[src/rtl/slot_arbiter.sv]
// Round-robin, time-slotted arbiter: four requesters share one resource, each grant
// lasts at most SLOTLEN cycles and is followed by a one-cycle guard gap.
module slot_arbiter #(
  parameter int unsigned SLOTLEN = 4
) (
  input  logic       IPTCLK,
  input  logic       IPTRSTN,
  input  logic [3:0] REQ,
  input  logic [3:0] DONE,
  output logic [3:0] GNT,
  output logic [1:0] OWNER,
  output logic [2:0] SLOT,
  output logic       BUSY
);

  localparam int unsigned SLOT_W   = 3;
  localparam logic [SLOT_W-1:0] SLOT_LAST = SLOT_W'(SLOTLEN - 1);

  localparam logic [1:0] ST_IDLE  = 2'd0;
  localparam logic [1:0] ST_GRANT = 2'd1;
  localparam logic [1:0] ST_GAP   = 2'd2;

  logic [1:0]        r_state;
  logic [1:0]        r_last;
  logic [3:0]        r_gnt;
  logic [1:0]        r_owner;
  logic [SLOT_W-1:0] r_slot;
  logic              r_busy;

  logic [1:0]        w_state_nxt;
  logic [1:0]        w_last_nxt;
  logic [3:0]        w_gnt_nxt;
  logic [1:0]        w_owner_nxt;
  logic [SLOT_W-1:0] w_slot_nxt;
  logic              w_win_vld;
  logic [1:0]        w_win_idx;
  logic              w_release;

  // Rotating priority search starting just after the last grantee
  always_comb begin
    w_win_vld = 1'b0;
    w_win_idx = 2'd0;
    for (int i = 1; i <= 4; i++) begin
      if (!w_win_vld && REQ[2'(r_last + 2'(i))]) begin
        w_win_vld = 1'b1;
        w_win_idx = 2'(r_last + 2'(i));
      end
    end
  end

  assign w_release = (r_slot == SLOT_LAST) || DONE[r_owner] || !REQ[r_owner];

  // Next-state and next-output decode
  always_comb begin
    w_state_nxt = r_state;
    w_last_nxt  = r_last;
    w_gnt_nxt   = 4'b0000;
    w_owner_nxt = r_owner;
    w_slot_nxt  = '0;
    case (r_state)
      ST_IDLE, ST_GAP: begin
        if (w_win_vld) begin
          w_state_nxt = ST_GRANT;
          w_gnt_nxt   = 4'(1) << w_win_idx;
          w_owner_nxt = w_win_idx;
          w_last_nxt  = w_win_idx;
        end else begin
          w_state_nxt = ST_IDLE;
        end
      end
      ST_GRANT: begin
        if (w_release) begin
          w_state_nxt = ST_GAP;
        end else begin
          w_gnt_nxt  = r_gnt;
          w_slot_nxt = r_slot + SLOT_W'(1);
        end
      end
      default: w_state_nxt = ST_IDLE;
    endcase
  end

  // State and registered outputs
  always_ff @(posedge IPTCLK) begin
    if (!IPTRSTN) begin
      r_state <= ST_IDLE;
      r_last  <= 2'd3;
      r_gnt   <= 4'b0000;
      r_owner <= 2'd0;
      r_slot  <= '0;
      r_busy  <= 1'b0;
    end else begin
      r_state <= w_state_nxt;
      r_last  <= w_last_nxt;
      r_gnt   <= w_gnt_nxt;
      r_owner <= w_owner_nxt;
      r_slot  <= w_slot_nxt;
      r_busy  <= (w_state_nxt != ST_IDLE);
    end
  end

  assign GNT   = r_gnt;
  assign OWNER = r_owner;
  assign SLOT  = r_slot;
  assign BUSY  = r_busy;

endmodule

[config.mk]
export PLATFORM = sky130hd
export DESIGN_NAME = slot_arbiter
export DESIGN_NICKNAME = d
export VERILOG_FILES = /design/src/rtl/slot_arbiter.sv
export SDC_FILE = /design/constraint.sdc
export NUM_CORES = 1
export LEC_CHECK = 0
export ABC_CLOCK_PERIOD_IN_PS = 2550
export CAP_MARGIN = 15
export CORE_MARGIN = 3
export CORE_UTILIZATION = 30
export DETAILED_ROUTE_END_ITERATION = 10
export PLACE_DENSITY_LB_ADDON = 0.1
export SETUP_SLACK_MARGIN = 0.4
export SLEW_MARGIN = 20
export SYNTH_ARGS = -nofsm -noshare
export SYNTH_HDL_FRONTEND = slang
export SYNTH_SLANG_ARGS = --single-unit
[constraint.sdc]
create_clock -name IPTCLK -period 2.55 [get_ports IPTCLK]
set_input_delay 0.51 -clock IPTCLK [delete_from_list [all_inputs] [get_ports IPTCLK]]
set_output_delay 0.51 -clock IPTCLK [all_outputs]
set_load 0.01 [all_outputs]
* Word level (Yosys, flattened, before mapping)
Cells that the tools add are included.
** Operators by class
- $add $sub $neg :: 4
- Equality and inequality tests :: 4
- Divide/modulo/power cells :: 0
- Shift-type cells :: 1
- Multiply operators :: 0
- Bitwise gates (word level) :: 2
- Reduce and logical (&&, ||, !) cells :: 14
- Magnitude comparators :: 5
- Multiplexer cells :: 26
** Operator list (number)
- $lt 2x3->1 const B :: 5
- $bmux 1 s2 :: 6
- $mux 1 :: 11
- $mux 2 :: 5
- $mux 4 :: 2
- $pmux 4 s2 :: 1
- $add 2x2->2 const B :: 2
- $logic_not 1->1 :: 4
- $pmux 2 s2 :: 1
- $shl 1x2->4 const A :: 1
- $add 3x1->3 const B :: 1
- $eq 3x2->1 const B :: 1
- $logic_and 1x1->1 :: 3
- $reduce_or 3->1 :: 1
- $add 2x1->2 const B :: 1
- $eq 2x1->1 const B :: 1
- $eq 2x2->1 const B :: 1
- $logic_not 2->1 :: 1
- $logic_or 1x1->1 :: 2
- $ne 2x2->1 const B :: 1
- $not 1->1 :: 2
- $reduce_and 2->1 :: 1
- $reduce_bool 2->1 :: 1
- $reduce_or 2->1 :: 1
** Word-level totals
- Output and inout bits :: 10
- Memories :: 0
- Flip-flop bits (word level) :: 14
- Memory bits (read-only) :: 0
- Latch bits :: 0
- RAM bits :: 0

* Depth between registers and ports, before layout
Gate-level depths: netlist of the first run.
- Word-level depth :: 16
- Gate-level depth with buffers :: 4
- Mapped depth without buffers :: 4

* Worst setup path before layout of the first run
No wires, ideal clock.
- Path type :: input port to flip-flop
- Start point :: in DONE[3]
- End point :: reg r_gnt[0] (netlist: GNT[0])
- Arrival :: 1539 ps
- Path slack :: 952 ps
- Cell stages on the path :: 4
- Path through :: nand2b_1 -> mux4_2 -> nor3_4 -> a22o_1
** On the way
- Cells in the longest elaborated chain, start to end :: 5
** Ends and longest elaborated chain
- start, declared :: line 9 : input logic [3:0] DONE,
- $bmux 1 s2 :: line 51 : assign w_release = (r_slot == SLOT_LAST) || DONE[r_owner] || !REQ[r_owner];
- $mux 1 (implied by the code) :: line 51
- $logic_or 1x1->1 (2 in series) :: line 51
- $ne 2x2->1 (no source line)
- end signal, assigned :: line 95 : r_gnt <= w_gnt_nxt;
- end, declared :: line 25 : logic [3:0] r_gnt;
No other way between the ends. The select of a mux whose other input is x is not followed.
A chain may end at the register's enable or synchronous reset.

* Worst setup path in the final report of the first run
- Start point :: in REQ[3]
- End point :: reg r_gnt[2] (netlist: GNT[2])
** On the way
- Cells in the longest elaborated chain, start to end :: 15
- Elaborated cells on any way between the ends :: 30
- Those cells by class :: eq/ne: 1; shift: 1; mux: 20; reduce/logical: 8
** Ends and longest elaborated chain
- start, declared :: line 8 : input logic [3:0] REQ,
- $bmux 1 s2 :: line 44 : if (!w_win_vld && REQ[2'(r_last + 2'(i))]) begin
- $mux 1 (implied by the code) :: line 44
- $mux 1 :: line 44
- $logic_not 1->1 :: line 44
- $logic_and 1x1->1 :: line 44
- $mux 1 :: line 44
- $logic_not 1->1 :: line 44
- $logic_and 1x1->1 :: line 44
- $mux 1 :: line 44
- $logic_not 1->1 :: line 44
- $logic_and 1x1->1 :: line 44
- $mux 2 :: line 44
- $shl 1x2->4 :: line 64 : w_gnt_nxt = 4'(1) << w_win_idx;
- $mux 4 :: line 62 : if (w_win_vld) begin
- $pmux 4 s2 :: line 60 : case (r_state)
Parallel ways exist; a longest one is shown, timed or not. The select of a mux whose other input is x is not followed.

==> results of run 1 <==
[metrics by stage]
stage                     util [%]  area [µm²]  setup slack, ns  hold slack, ns  total power, mW
final                         47.8         871            0.610           0.457            0.528
after global routing          47.8         871            0.460           0.491            0.563
after global placement        45.8         835            0.275           0.457            0.372
after CTS                     47.8         871            0.601           0.463            0.536
after floorplan                  -         613            0.952           0.489            0.318
after detailed placement      45.8         835            0.289           0.450            0.372
[metal layers]
layer	global-route usage, %	wire length [µm]	share of wire [%]
met5	0	0	0
met3	4.37	61	4.9
met2	17.2	546	44
met1	15.5	645	51
met4	2.69	0	0
[state kept, by name, indices dropped and copies added (netlist names)]
name / flops
BUSY: 1
GNT: 4
r_state: 2
OWNER: 2
SLOT: 3
r_last: 2
[power groups by stage]
stage               sequential (mW)  combinational [mW]  clock (mW)
finish                        0.255               0.112       0.161
global route                  0.258               0.125       0.179
CTS                           0.255               0.113       0.167
detailed placement            0.260               0.112           0
global placement              0.260               0.112           0
floorplan                     0.263              0.0551           0
[final timing paths]
path	start	to
setup / recovery	REQ[3]	GNT[2]
setup reg to reg	OWNER[0]	GNT[2]
hold / removal	SLOT[0]	SLOT[0]
hold reg to reg	SLOT[0]	SLOT[0]
[kinds of logic (layout without fill, tap and decap cells)]
group	after synthesis	in the layout	synth area share, %
adders and majority gates	2	2	4.08
DFF	14	14	45.7
and+or+nand+nor	29	29	28.2
AOI/OAI and AO/OA	14	14	16.1
muxes	2	2	5.31
buffers and inverters	1	24	0.612
[worst max-delay path, stage by stage]
cell and delay [ns]:
sky130_fd_sc_hd__clkdlybuf4s50_1 0.57, sky130_fd_sc_hd__nand2b_1 0.07, sky130_fd_sc_hd__mux4_2 0.53, sky130_fd_sc_hd__nor3_4 0.30
sky130_fd_sc_hd__a22o_1 0.18
[cell type report]
class / count / area, µm² / area share (%)
Inverter: 1 / 3.75 / 0.431
Clock buffer: 4 / 36.3 / 4.17
Tap cell: 25 / 31.3 / 3.59
Multi-Input combinational cell: 47 / 329 / 37.8
Sequential cell: 14 / 280 / 32.2
Timing Repair Buffer: 19 / 190 / 21.8
[layout by cell type (no fill, tap or decap), drive strengths merged]
cell	synthesis	final
ha	2	2
o2bb2ai	2	2
a22o	2	2
clkbuf	0	4
nor3	1	1
nand2b	6	6
o21ai	3	3
nand3	2	2
and3	1	1
inv	1	1
or3b	1	1
nand2	4	4
a21o	1	1
and2	1	1
a21boi	1	1
mux4	1	1
nor4	3	3
a21oi	2	2
mux2i	1	1
nor2	5	5
dfxtp	14	14
nand3b	2	2
nor3b	1	1
o221a	1	1
clkdlybuf4s50	0	19
nor2b	1	1
a31oi	2	2
or2	1	1
==> impl_metrics.xml, run 1 <==
<?xml version="1.0" encoding="UTF-8"?>
<metrics>
  <group name="detailed_routing">
    <metric name="drt_iter0_markers" unit="">3</metric>
    <metric name="detail_route.drc_violations" unit="">0</metric>
    <metric name="1st_pass_router_iterations" unit="">4</metric>
    <metric name="route.final.wire_length" unit="mm">1.25</metric>
    <metric name="vias" unit="">528</metric>
    <metric name="routed_via_density" unit="">4.80</metric>
    <metric name="antenna_left" unit="">0</metric>
    <metric name="routed_wire_length_per_instance" unit="µm">11.4</metric>
  </group>
  <group name="clock_network">
    <metric name="numCtsBuffers" unit="">3</metric>
    <metric name="root_buffer" unit="">sky130_fd_sc_hd__clkbuf_4</metric>
    <metric name="cts_max_level" unit="">1</metric>
    <metric name="cts.sinks" unit="">14</metric>
    <metric name="post_cts_setup_buffers" unit="">0</metric>
    <metric name="cts_tree" unit="">done</metric>
    <metric name="cts.clk_slew.worst_paths" unit="ns">0.08</metric>
    <metric name="clock_latency" unit="ns">0.28</metric>
    <metric name="cts.hold.buffers_added" unit="">0</metric>
    <metric name="cts_buffer_depth" unit="">2</metric>
    <metric name="cts_repair_resize_count" unit="">0</metric>
  </group>
  <group name="timing">
    <metric name="setup-tns-final" unit="ns">0</metric>
    <metric name="fmax" unit="MHz">515</metric>
    <metric name="post-route-period-util" unit="%">76.1</metric>
    <metric name="slew-limit-headroom" unit="%">67.8</metric>
    <metric name="final-max-slew-violation-count" unit="">0</metric>
    <metric name="finClkSkew" unit="ns">0.00216</metric>
    <metric name="report.final.hold_viol_count" unit="">0</metric>
    <metric name="rsz_0062_raised_after_global_routing" unit="">false</metric>
    <metric name="setup_viol" unit="">0</metric>
    <metric name="tightest_slew" unit="ns">0.478</metric>
    <metric name="min_period" unit="ns">1.94</metric>
  </group>
  <group name="synthesis">
    <metric name="yosysSeqAreaShare" unit="%">45.7</metric>
    <metric name="synth.ff_latch_count" unit="">14</metric>
    <metric name="yosysTopAreaCell" unit="">sky130_fd_sc_hd__dfxtp_1</metric>
    <metric name="avgSynthCellArea" unit="µm²">9.89</metric>
    <metric name="mappedNetlistNets" unit="">74</metric>
    <metric name="synth_cell_type_count" unit="">26</metric>
    <metric name="yosys_most_used_dff" unit="">sky130_fd_sc_hd__dfxtp_1</metric>
    <metric name="yosysMostFrequentCell" unit="">sky130_fd_sc_hd__dfxtp_1</metric>
    <metric name="synth-async-reset-ratio" unit="%">0</metric>
    <metric name="ys_warn_count" unit="">0</metric>
    <metric name="synth_area_leaders" unit="">sky130_fd_sc_hd__dfxtp_1 (46%), sky130_fd_sc_hd__nand2b_1 (6.1%), sky130_fd_sc_hd__ha_1 (4.1%)</metric>
    <metric name="post_synth_inst_count" unit="">62</metric>
    <metric name="yosys-top-cells-count" unit="">sky130_fd_sc_hd__dfxtp_1 (14), sky130_fd_sc_hd__nand2b_1 (6), sky130_fd_sc_hd__nor2_1 (5), sky130_fd_sc_hd__nand2_1 (4)</metric>
    <metric name="synthesis.area" unit="µm²">613</metric>
    <metric name="post-synth-top-area-fraction" unit="%">45.7</metric>
    <metric name="count_of_flip_flops_with_a_built_in_enable_after_synthesis" unit="">0</metric>
  </group>
  <group name="setup_path">
    <metric name="crit_required" unit="ns">2.78</metric>
    <metric name="critical_path.startpoint_type" unit="">input port</metric>
    <metric name="biggest_fanout_along_the_worst_timing_path" unit="">6</metric>
    <metric name="critPathKind" unit="">input port to flop</metric>
    <metric name="arrival" unit="ns">2.17</metric>
    <metric name="r2r_setup_slack" unit="ns">1.04</metric>
    <metric name="worstSetupEndpointType" unit="">flop</metric>
    <metric name="worst_case_reg_to_reg_path_depth" unit="">3</metric>
  </group>
  <group name="cells_and_area">
    <metric name="final.fill_count" unit="">200</metric>
    <metric name="layout_cell_share_with_drive_strength_beyond_1" unit="%">10.6</metric>
    <metric name="area_delta_synth_final" unit="%">42.0</metric>
    <metric name="final_nets" unit="">98</metric>
    <metric name="layoutNonFillerInstCount" unit="">110</metric>
    <metric name="antenna-diode-count" unit="">0</metric>
  </group>
  <group name="global_route">
    <metric name="grt_overflow_total" unit="">0</metric>
    <metric name="first_global_vias" unit="">524</metric>
    <metric name="antenna_found_initial" unit="">0</metric>
    <metric name="grt_usage" unit="%">11.5</metric>
    <metric name="grt_max_degree" unit="">10</metric>
    <metric name="grt_first_pass_wirelength" unit="mm">2.28</metric>
  </group>
  <group name="status">
    <metric name="status" unit="">complete, no violations</metric>
  </group>
  <group name="place">
    <metric name="placedCellCount" unit="">106</metric>
    <metric name="portBuffers" unit="">19</metric>
    <metric name="place.gp.congestion" unit="">0.735</metric>
    <metric name="place_hpwl" unit="µm">956</metric>
  </group>
  <group name="floorplanning">
    <metric name="placeableCoreArea" unit="µm²">1820</metric>
    <metric name="dieHeight" unit="µm">51.2</metric>
    <metric name="die_area" unit="µm²">2620</metric>
    <metric name="initial_utilization" unit="%">33.7</metric>
    <metric name="io_pins" unit="">20</metric>
    <metric name="chipWidth" unit="µm">51.2</metric>
    <metric name="rows" unit="">15</metric>
  </group>
  <group name="power">
    <metric name="seq_power_share" unit="%">48.3</metric>
    <metric name="power_frac_clock" unit="%">30.5</metric>
    <metric name="power.density_cell_area" unit="nW/µm²">606</metric>
    <metric name="internal-power" unit="µW">388</metric>
    <metric name="switchingPower" unit="µW">140</metric>
    <metric name="power.static_leakage" unit="nW">0.329</metric>
    <metric name="share_comb_of_total_power" unit="%">21.1</metric>
    <metric name="power_switching_share" unit="%">26.4</metric>
    <metric name="max_ir_drop_vdd" unit="V">0.000426</metric>
  </group>
  <group name="job">
    <metric name="drv_cap" unit="">0</metric>
  </group>
  <group name="min_path">
    <metric name="hold_path_class" unit="">flop to flop</metric>
    <metric name="hold_path_depth" unit="">1</metric>
  </group>
</metrics>
No activity file was read; power rests on OpenSTA's default activity.
==> run 2: changes to the inputs <==
- ABC_CLOCK_PERIOD_IN_PS: 2550 -> 2000
- clock period: 2.55 -> 2 ns (I/O delays scaled with it)
==> run 2 against run 1 <==
Against the previous run: critical path type is now flop to output pin; first-iteration DRC count rose to 3.7 times the previous value; core utilization rose by 3.8 points; worst setup slack got worse by 0.16 ns; highest routed layer is now met4; largest cell class unchanged; routed wire length rose by 8.2%; critical endpoint is now GNT[3].
==> impl_metrics.xml, run 2 (synthesis gave the netlist of run 1 again) <==
<?xml version="1.0" encoding="UTF-8"?>
<metrics>
  <group name="power">
    <metric name="max_ir_drop_vdd" unit="V">0.000483</metric>
    <metric name="power.static_leakage" unit="nW">0.428</metric>
    <metric name="power.density_cell_area" unit="nW/µm²">720</metric>
    <metric name="finalPower" unit="µW">677</metric>
  </group>
  <group name="place">
    <metric name="place_hpwl" unit="mm">1.02</metric>
    <metric name="dp_slack" unit="ns">-0.0101</metric>
    <metric name="place.gp.congestion" unit="">0.798</metric>
    <metric name="portBuffers" unit="">19</metric>
  </group>
  <group name="timing">
    <metric name="min_period" unit="ns">1.55</metric>
    <metric name="finClkSkew" unit="ns">0.00280</metric>
    <metric name="report.final.hold_viol_count" unit="">0</metric>
    <metric name="slew-limit-headroom" unit="%">74.5</metric>
    <metric name="layout_setup_ws" unit="ns">0.447</metric>
    <metric name="final-max-slew-violation-count" unit="">0</metric>
    <metric name="setup_viol" unit="">0</metric>
    <metric name="tightest_slew" unit="ns">0.381</metric>
    <metric name="rsz_0062_raised_after_global_routing" unit="">false</metric>
    <metric name="fmax" unit="MHz">644</metric>
    <metric name="finalHoldWorstSlack" unit="ns">0.446</metric>
    <metric name="post-route-period-util" unit="%">77.7</metric>
  </group>
  <group name="setup_path">
    <metric name="arrival" unit="ns">1.15</metric>
    <metric name="crit_required" unit="ns">1.60</metric>
    <metric name="biggest_fanout_along_the_worst_timing_path" unit="">2</metric>
    <metric name="cp_cell_sequence" unit="">clkdlybuf4s50_1</metric>
    <metric name="critPathBufInv" unit="">1</metric>
    <metric name="path_delay_family" unit="">buffers and inverters</metric>
    <metric name="max_stage_delay" unit="ns">0.54</metric>
    <metric name="critical_path.startpoint_type" unit="">flop</metric>
    <metric name="slowest_stage" unit="">sky130_fd_sc_hd__clkdlybuf4s50_1</metric>
    <metric name="critPathKind" unit="">flop to output pin</metric>
    <metric name="worstSetupEndpointType" unit="">output pin</metric>
  </group>
  <group name="cells_and_area">
    <metric name="largest_register_ffs" unit="">4</metric>
    <metric name="antenna-diode-count" unit="">0</metric>
    <metric name="layout_cell_share_with_drive_strength_beyond_1" unit="%">20.2</metric>
    <metric name="layout.cells.most_common" unit="">sky130_fd_sc_hd__dfxtp_1</metric>
    <metric name="area_delta_synth_final" unit="%">53.3</metric>
    <metric name="final_nets" unit="">107</metric>
    <metric name="most-common-layout-cells" unit="">sky130_fd_sc_hd__dfxtp_1 (14), sky130_fd_sc_hd__dlygate4sd2_1 (10), sky130_fd_sc_hd__buf_4 (9)</metric>
  </group>
  <group name="global_route">
    <metric name="grt_usage" unit="%">12.5</metric>
    <metric name="grt_first_pass_wirelength" unit="mm">2.46</metric>
    <metric name="grt_max_degree" unit="">9</metric>
    <metric name="first_global_vias" unit="">578</metric>
    <metric name="grt_overflow_total" unit="">0</metric>
    <metric name="antenna_found_initial" unit="">0</metric>
  </group>
  <group name="clock_network">
    <metric name="clock_latency" unit="ns">0.27</metric>
    <metric name="post_cts_setup_buffers" unit="">0</metric>
    <metric name="cts.hold.buffers_added" unit="">0</metric>
    <metric name="cts_buffer_depth" unit="">2</metric>
    <metric name="cts_max_level" unit="">1</metric>
    <metric name="root_buffer" unit="">sky130_fd_sc_hd__clkbuf_4</metric>
    <metric name="cts.clk_slew.worst_paths" unit="ns">0.08</metric>
    <metric name="numCtsBuffers" unit="">3</metric>
    <metric name="cts_tree" unit="">done</metric>
    <metric name="cts.sinks" unit="">14</metric>
  </group>
  <group name="floorplanning">
    <metric name="die_area" unit="µm²">2620</metric>
    <metric name="initial_utilization" unit="%">33.7</metric>
    <metric name="chipWidth" unit="µm">51.2</metric>
    <metric name="dieHeight" unit="µm">51.2</metric>
    <metric name="placeableCoreArea" unit="µm²">1820</metric>
    <metric name="rows" unit="">15</metric>
    <metric name="io_pins" unit="">20</metric>
  </group>
  <group name="job">
    <metric name="drv_cap" unit="">0</metric>
  </group>
  <group name="min_path">
    <metric name="hold_path_class" unit="">flop to flop</metric>
  </group>
  <group name="detailed_routing">
    <metric name="route.final.wire_length" unit="mm">1.36</metric>
    <metric name="detail_route.drc_violations" unit="">0</metric>
    <metric name="routed_via_density" unit="">4.75</metric>
    <metric name="drt_iter0_markers" unit="">11</metric>
    <metric name="antenna_left" unit="">0</metric>
    <metric name="1st_pass_router_iterations" unit="">6</metric>
    <metric name="vias" unit="">565</metric>
    <metric name="routed_wire_length_per_instance" unit="µm">11.4</metric>
  </group>
  <group name="status">
    <metric name="status" unit="">complete, no violations</metric>
  </group>
</metrics>
==> run 2: metal layers <==
| layer | part of all wire, % | GRT usage, % | vias to the layer above |
|---|---|---|---|
| li1 | - | - | 297 |
| met1 | 50 | 16.1 | 251 |
| met2 | 45 | 19.3 | 15 |
| met3 | 4.5 | 5.25 | 2 |
| met4 | 0.44 | 2.69 | 0 |
| met5 | 0 | 0 | - |
==> run 2: power by group <==
group	internal, mW	total [mW]	leakage (nW)	switching (mW)
Clock	0.111	0.196	0.0210	0.0854
Combinational	0.0873	0.155	0.292	0.0680
Sequential	0.305	0.325	0.115	0.0205
Total	0.503	0.677	0.428	0.174
==> run 2: timing repair <==
action / 4_1_cts / 5_1_grt
pin swaps: 2 / 1
resized for setup: 11 / 3
setup endpoints to repair: 14 / 6
==> run 2: final cells by class <==
type	count	area, µm²
clock buffers	4	36.3
fillers	183	881
inverters	1	3.75
multi-input cells	47	338
flip-flops and latches	14	280
well taps	25	31.3
repair buffers	28	250
==> run 2: final timing paths <==
check | from | to | slack [ns] | depth (start not counted)
max | GNT[3] | GNT[3] | 0.45 | 1
min | SLOT[0] | SLOT[0] | 0.45 | 1
max reg2reg | OWNER[0] | GNT[2] | 0.53 | 3
min reg2reg | SLOT[0] | SLOT[0] | 0.45 | 1
==> run 2: per-stage QoR <==
stage	util [%]	cells	area [µm²]	TNS (ns)
floorplan	-	62	613	0
global placement	49.6	115	902	-0.155
detailed placement	49.6	115	902	-0.0205
CTS	51.2	119	932	0
global route	51.6	119	940	0
finish	51.6	119	940	0
==> run 3: changes to the inputs <==
- ABC_CLOCK_PERIOD_IN_PS: 2000 -> 1400
- clock period: 2 -> 1.4 ns (I/O delays scaled with it)
==> run 3 against run 2 <==
Against the previous run: the run now ends with setup timing left; largest cell class unchanged; non-clock buffer count increased by 7; cell area rose by 14%; core utilization grew 7.1 points; clock-buffer cell count shrank 1; routed wire length increased by 12%; critical path depth grew 4; worst hold slack worse by 0.0072 ns; global-route usage increased by 1.2 points; via count up 5.7%.
==> impl_metrics.xml, run 3 (synthesis gave the netlist of run 1 again) <==
<?xml version="1.0" encoding="UTF-8"?>
<metrics>
  <group name="setup_path">
    <metric name="critPathBufInv" unit="">2</metric>
    <metric name="critPathKind" unit="">flop to flop</metric>
    <metric name="cp_cell_sequence" unit="">mux4_2 &gt; buf_4 &gt; buf_4 &gt; nor2_1 &gt; nor2_1</metric>
    <metric name="r2r_setup_slack" unit="ns">-0.02</metric>
    <metric name="worstSetupEndpointType" unit="">flop</metric>
    <metric name="max_stage_delay" unit="ns">0.54</metric>
    <metric name="slowest_stage" unit="">sky130_fd_sc_hd__mux4_2</metric>
    <metric name="critical_path.startpoint_type" unit="">flop</metric>
    <metric name="biggest_fanout_along_the_worst_timing_path" unit="">2</metric>
    <metric name="crit_required" unit="ns">1.58</metric>
    <metric name="path_delay_family" unit="">multiplexers</metric>
    <metric name="arrival" unit="ns">1.60</metric>
  </group>
  <group name="global_route">
    <metric name="grt_first_pass_wirelength" unit="mm">2.68</metric>
    <metric name="antenna_found_initial" unit="">0</metric>
    <metric name="grt_max_degree" unit="">9</metric>
    <metric name="grt_overflow_total" unit="">0</metric>
    <metric name="first_global_vias" unit="">608</metric>
    <metric name="grt_usage" unit="%">13.7</metric>
  </group>
  <group name="status">
    <metric name="status" unit="">complete, but fails checks</metric>
    <metric name="violations" unit="">setup timing</metric>
  </group>
  <group name="timing">
    <metric name="report.final.hold_viol_count" unit="">0</metric>
    <metric name="slew-limit-headroom" unit="%">79.2</metric>
    <metric name="min_period" unit="ns">1.42</metric>
    <metric name="fmax" unit="MHz">705</metric>
    <metric name="rsz_0062_raised_after_global_routing" unit="">true</metric>
    <metric name="tightest_slew" unit="ns">0.310</metric>
    <metric name="finClkSkew" unit="ns">0.00199</metric>
    <metric name="final-max-slew-violation-count" unit="">0</metric>
    <metric name="layout_setup_ws" unit="ns">-0.0179</metric>
    <metric name="post-route-period-util" unit="%">101</metric>
    <metric name="finalHoldWorstSlack" unit="ns">0.439</metric>
    <metric name="setup_viol" unit="">3</metric>
  </group>
  <group name="floorplanning">
    <metric name="chipWidth" unit="µm">51.2</metric>
    <metric name="dieHeight" unit="µm">51.2</metric>
    <metric name="io_pins" unit="">20</metric>
    <metric name="rows" unit="">15</metric>
    <metric name="placeableCoreArea" unit="µm²">1820</metric>
    <metric name="initial_utilization" unit="%">33.7</metric>
    <metric name="die_area" unit="µm²">2620</metric>
  </group>
  <group name="cells_and_area">
    <metric name="final_nets" unit="">114</metric>
    <metric name="layout_cell_share_with_drive_strength_beyond_1" unit="%">54.0</metric>
    <metric name="layout.cells.most_common" unit="">sky130_fd_sc_hd__buf_4</metric>
    <metric name="seqCellArea" unit="µm²">294</metric>
    <metric name="antenna-diode-count" unit="">0</metric>
    <metric name="layoutNonFillerInstCount" unit="">125</metric>
    <metric name="area_delta_synth_final" unit="%">74.5</metric>
    <metric name="largest_register_ffs" unit="">4</metric>
    <metric name="multi_input_comb_area" unit="µm²">405</metric>
    <metric name="final.fill_count" unit="">171</metric>
    <metric name="most-common-layout-cells" unit="">sky130_fd_sc_hd__buf_4 (13), sky130_fd_sc_hd__buf_6 (11), sky130_fd_sc_hd__dfxtp_2 (8)</metric>
  </group>
  <group name="detailed_routing">
    <metric name="vias" unit="">597</metric>
    <metric name="detail_route.drc_violations" unit="">0</metric>
    <metric name="antenna_left" unit="">0</metric>
    <metric name="routed_wire_length_per_instance" unit="µm">12.1</metric>
    <metric name="route.final.wire_length" unit="mm">1.51</metric>
    <metric name="drt_iter0_markers" unit="">9</metric>
    <metric name="routed_via_density" unit="">4.78</metric>
    <metric name="1st_pass_router_iterations" unit="">3</metric>
  </group>
  <group name="clock_network">
    <metric name="cts.sinks" unit="">14</metric>
    <metric name="cts_buffer_depth" unit="">2</metric>
    <metric name="cts_max_level" unit="">1</metric>
    <metric name="clock_latency" unit="ns">0.27</metric>
    <metric name="root_buffer" unit="">sky130_fd_sc_hd__clkbuf_4</metric>
    <metric name="cts.clk_slew.worst_paths" unit="ns">0.08</metric>
    <metric name="numCtsBuffers" unit="">3</metric>
    <metric name="cts_tree" unit="">done</metric>
  </group>
  <group name="place">
    <metric name="placedCellCount" unit="">117</metric>
    <metric name="place_hpwl" unit="mm">1.06</metric>
    <metric name="place.gp.congestion" unit="">0.747</metric>
    <metric name="portBuffers" unit="">19</metric>
  </group>
  <group name="power">
    <metric name="power.density_cell_area" unit="nW/µm²">924</metric>
    <metric name="finalPower" unit="µW">988</metric>
    <metric name="max_ir_drop_vdd" unit="V">0.000699</metric>
    <metric name="power.static_leakage" unit="nW">0.459</metric>
  </group>
  <group name="min_path">
    <metric name="hold_path_class" unit="">input port to flop</metric>
  </group>
  <group name="job">
    <metric name="drv_cap" unit="">0</metric>
  </group>
</metrics>
run 3: changes by cell type in the layout (fill, tap and decap cells not counted), sizes merged:
cell and change:
dlymetal6s2s -2, clkbuf -1, buf +18, clkdlybuf4s15 +3
dlygate4sd2 -5, clkdlybuf4s50 -7
run 3: stage by stage:
stage               area (µm²)  util (%)  TNS, ns  setup WS [ns]
finish                    1070      58.8  -0.0207        -0.0179
global route              1070      58.8   -0.269        -0.0515
CTS                       1060      58.2   -0.240        -0.0405
detailed placement         951      52.2    -6.28         -0.548
global placement           951      52.2    -6.08         -0.532
floorplan                  647         -        0         0.0904
run 3: worst paths after layout:
kind / start / endpoint / depth (start not counted)
hold / removal: REQ[1] / OWNER[1] / 4
setup / recovery: OWNER[0] / r_state[1] / 5
hold reg to reg: GNT[3] / GNT[3] / 1
setup reg to reg: OWNER[0] / r_state[1] / 5
run 3: metal layers:
layer / track usage [%] / share of wire [%] / up-vias
met5: 0 / 0 / -
met4: 4.04 / 0.59 / 0
met3: 5.83 / 5.5 / 2
met2: 20.8 / 46 / 12
met1: 17.4 / 47 / 275
li1: - / - / 308
run 3: tightest hold or removal path, cell delays in order:
cell and delay (ns):
sky130_fd_sc_hd__buf_2 0.12, sky130_fd_sc_hd__nor4_4 0.06, sky130_fd_sc_hd__o21ai_0 0.13, sky130_fd_sc_hd__a21boi_0 0.08
run 3: cell type report:
| type | count | area share, % |
|---|---|---|
| flip-flops and latches | 14 | 27.5 |
| clock buffers | 3 | 2.11 |
| multi-input cells | 47 | 37.9 |
| inverters | 1 | 0.351 |
| repair buffers | 35 | 29.2 |
| well taps | 25 | 2.92 |
run 3: report_power, final:
part           internal (mW)  switching (mW)  total (mW)
combinational          0.172           0.127       0.299
sequential             0.440          0.0290       0.469
clock                 0.0997           0.121       0.220
total                  0.712           0.276       0.988
run 3: repair_timing:
action / CTS / global route
hold buffers: 0 / 0
gates resized for setup: 82 / 3
pin swaps: 4 / 1
setup endpoints to repair: 24 / 24
setup buffers: 5 / 0
==> patch, RTL diff (settings of run 2) <==
Make the reset (`IPTRSTN`) asynchronous in one clocked block.
--- a/src/rtl/slot_arbiter.sv
+++ b/src/rtl/slot_arbiter.sv
@@ -83,3 +83,3 @@
   // State and registered outputs
-  always_ff @(posedge IPTCLK) begin
+  always_ff @(posedge IPTCLK or negedge IPTRSTN) begin
     if (!IPTRSTN) begin
Function: differs if IPTRSTN is asserted again (counterexample within 4 cycles, from zero or initial values and one cycle with IPTRSTN low); with IPTRSTN held inactive, the same outputs for 10 cycles.
==> patch against run 2 <==
- setup slack got worse by 0.0073 ns
- synthesized area rose by 11%
- worst hold slack gained 0.032 ns
- register-to-register slack worse by 0.03 ns
- cell area up 9.6%
- sequential cell count unchanged
- routed wire length up 16%
- critical path type unchanged
- largest cell class is now flip-flops and latches
Power is not compared: it rests on default switching activity, and its combinational part moved more than twofold at a synthesized area within 25%.
==> patch: results (changes against run 2) <==
[placement]
gpl.final_weighted_congestion = 0.735  ; -7.9%
dp_hpwl_um = 1210  ; +19%

[synth]
muxShareOfSynthArea_pct = 8.10  ; +2.8 points
synth_fp_nets = 69  ; -6.8%
fraction_of_the_mapped_netlist_area_in_compound_gates_pct = 14.9  ; -1.2 points
synth_common_cells = sky130_fd_sc_hd__dfrtp_1, sky130_fd_sc_hd__nand2b_1, sky130_fd_sc_hd__nand2_1, sky130_fd_sc_hd__nor4_1
synth-async-reset-ratio_pct = 100  ; +100 points
sequential_share_of_the_synthesized_area_pct = 51.9  ; +6.2 points
synth_area_leaders = sky130_fd_sc_hd__dfrtp_1, sky130_fd_sc_hd__dfstp_2, sky130_fd_sc_hd__nand2b_1, sky130_fd_sc_hd__ha_1, sky130_fd_sc_hd__mux2_2
post_synth_xor_xnor_area_pct = 0  ; unchanged
synthAdderAreaFrac_pct = 3.68  ; -0.40 points

[grt]
grt_first_pass_wirelength_um = 2800  ; +14%
vias_in_the_first_global_route = 577  ; -0.17%
groute.usage.overall_pct = 13.7  ; +1.2 points
grt_antenna_before_repair = 0  ; unchanged
grt_max_degree = 15  ; +6

[layout]
fillers = 205  ; +12%
layout-drive-gt1-share_pct = 28.6  ; +8.4 points
finalNetCount = 104  ; -2.8%
number_of_flip_flops_in_the_largest_register = 4  ; unchanged

[worst_setup_path]
timing.critical_path.slowest_cell_delay_ns = 0.54  ; about the same
critical_path_peak_fanout = 2  ; unchanged
critical_path.slowest_cell = sky130_fd_sc_hd__clkdlybuf4s50_1
path_delay_family = buffers and inverters

[clock_network]
clkTransAtPathRegs_ns = 0.08  ; about the same
cts.path.max_buffers = 2  ; unchanged
htreeDepth = 1  ; unchanged
cts-buffers-inserted = 3  ; unchanged
cell_chosen_for_the_clock_root = sky130_fd_sc_hd__clkbuf_4

[detailed_routing]
drt_first_pass_iters = 4  ; -2
routed_wl_um = 1570  ; +16%
drt-initial-drc-count = 6  ; -5
vias = 564  ; -0.18%

[sta]
worst-slew-pin-transition_ns = 0.620  ; +0.240 ns
post-route-min-period_ns = 1.56  ; +0.00725 ns
worst_clock_skew_ns = 0.00396  ; +0.00117 ns

[power]
worst_ir_drop_vdd_uv = 639
power.leakage_nw = 0.542

[outcome]
outcome = complete, no violations

[patch: timing repair]
item / CTS / global route
setup buffers: 1 / 0
hold buffers: 0 / 0
pin swaps: 4 / 0
setup endpoints to repair: 16 / 12
gates cloned: 0 / 0
resized for setup: 15 / 7
[patch: layer usage]
metal	routed length (um)	global-route usage, %	up-vias	share of wire [%]
li1	-	-	280	-
met1	728	17.5	272	46
met2	752	21.4	10	48
met3	77	5.26	2	4.9
met4	10	3.83	0	0.64
met5	0	0	-	0
[patch: power by group]
group | switching [mW] | leakage (nW) | internal, mW
Sequential | 0.0838 | 0.175 | 0.408
Combinational | 0.263 | 0.351 | 0.348
Clock | 0.0899 | 0.0150 | 0.0774
Total | 0.437 | 0.542 | 0.834
[patch: path summary, 6_finish.rpt]
check	from	slack [ns]	cells after the start	end
setup / recovery	GNT[0]	0.44	1	GNT[0]
hold / removal	SLOT[0]	0.48	1	SLOT[0]
setup reg to reg	r_last[1]	0.50	4	OWNER[0]
hold reg to reg	SLOT[0]	0.48	1	SLOT[0]
max in group asynchronous	IPTRSTN	1.10	1	GNT[0]
min in group asynchronous	IPTRSTN	0.50	1	OWNER[0]
[patch: final cells by class]
class / count / area share (%)
multi-input combinational: 41 / 33.2
tap: 27 / 3.28
clock buffer: 4 / 2.55
inverter: 2 / 0.729
sequential: 14 / 34.3
timing repair buffer: 30 / 26.0
[patch: per-stage QoR]
stage                     utilization (%)  setup WS (ns)  cell area, um2  std cells  total power, mW
final                                50.4          0.439            1030        118             1.27
after CTS                            50.0          0.406            1020        118             1.30
after detailed placement             47.9         -0.122             978        113             1.12
after global placement               47.9         -0.106             978        113             1.11
after global routing                 50.4          0.400            1030        118             1.38
after floorplan                         -          0.456             679         57            0.781
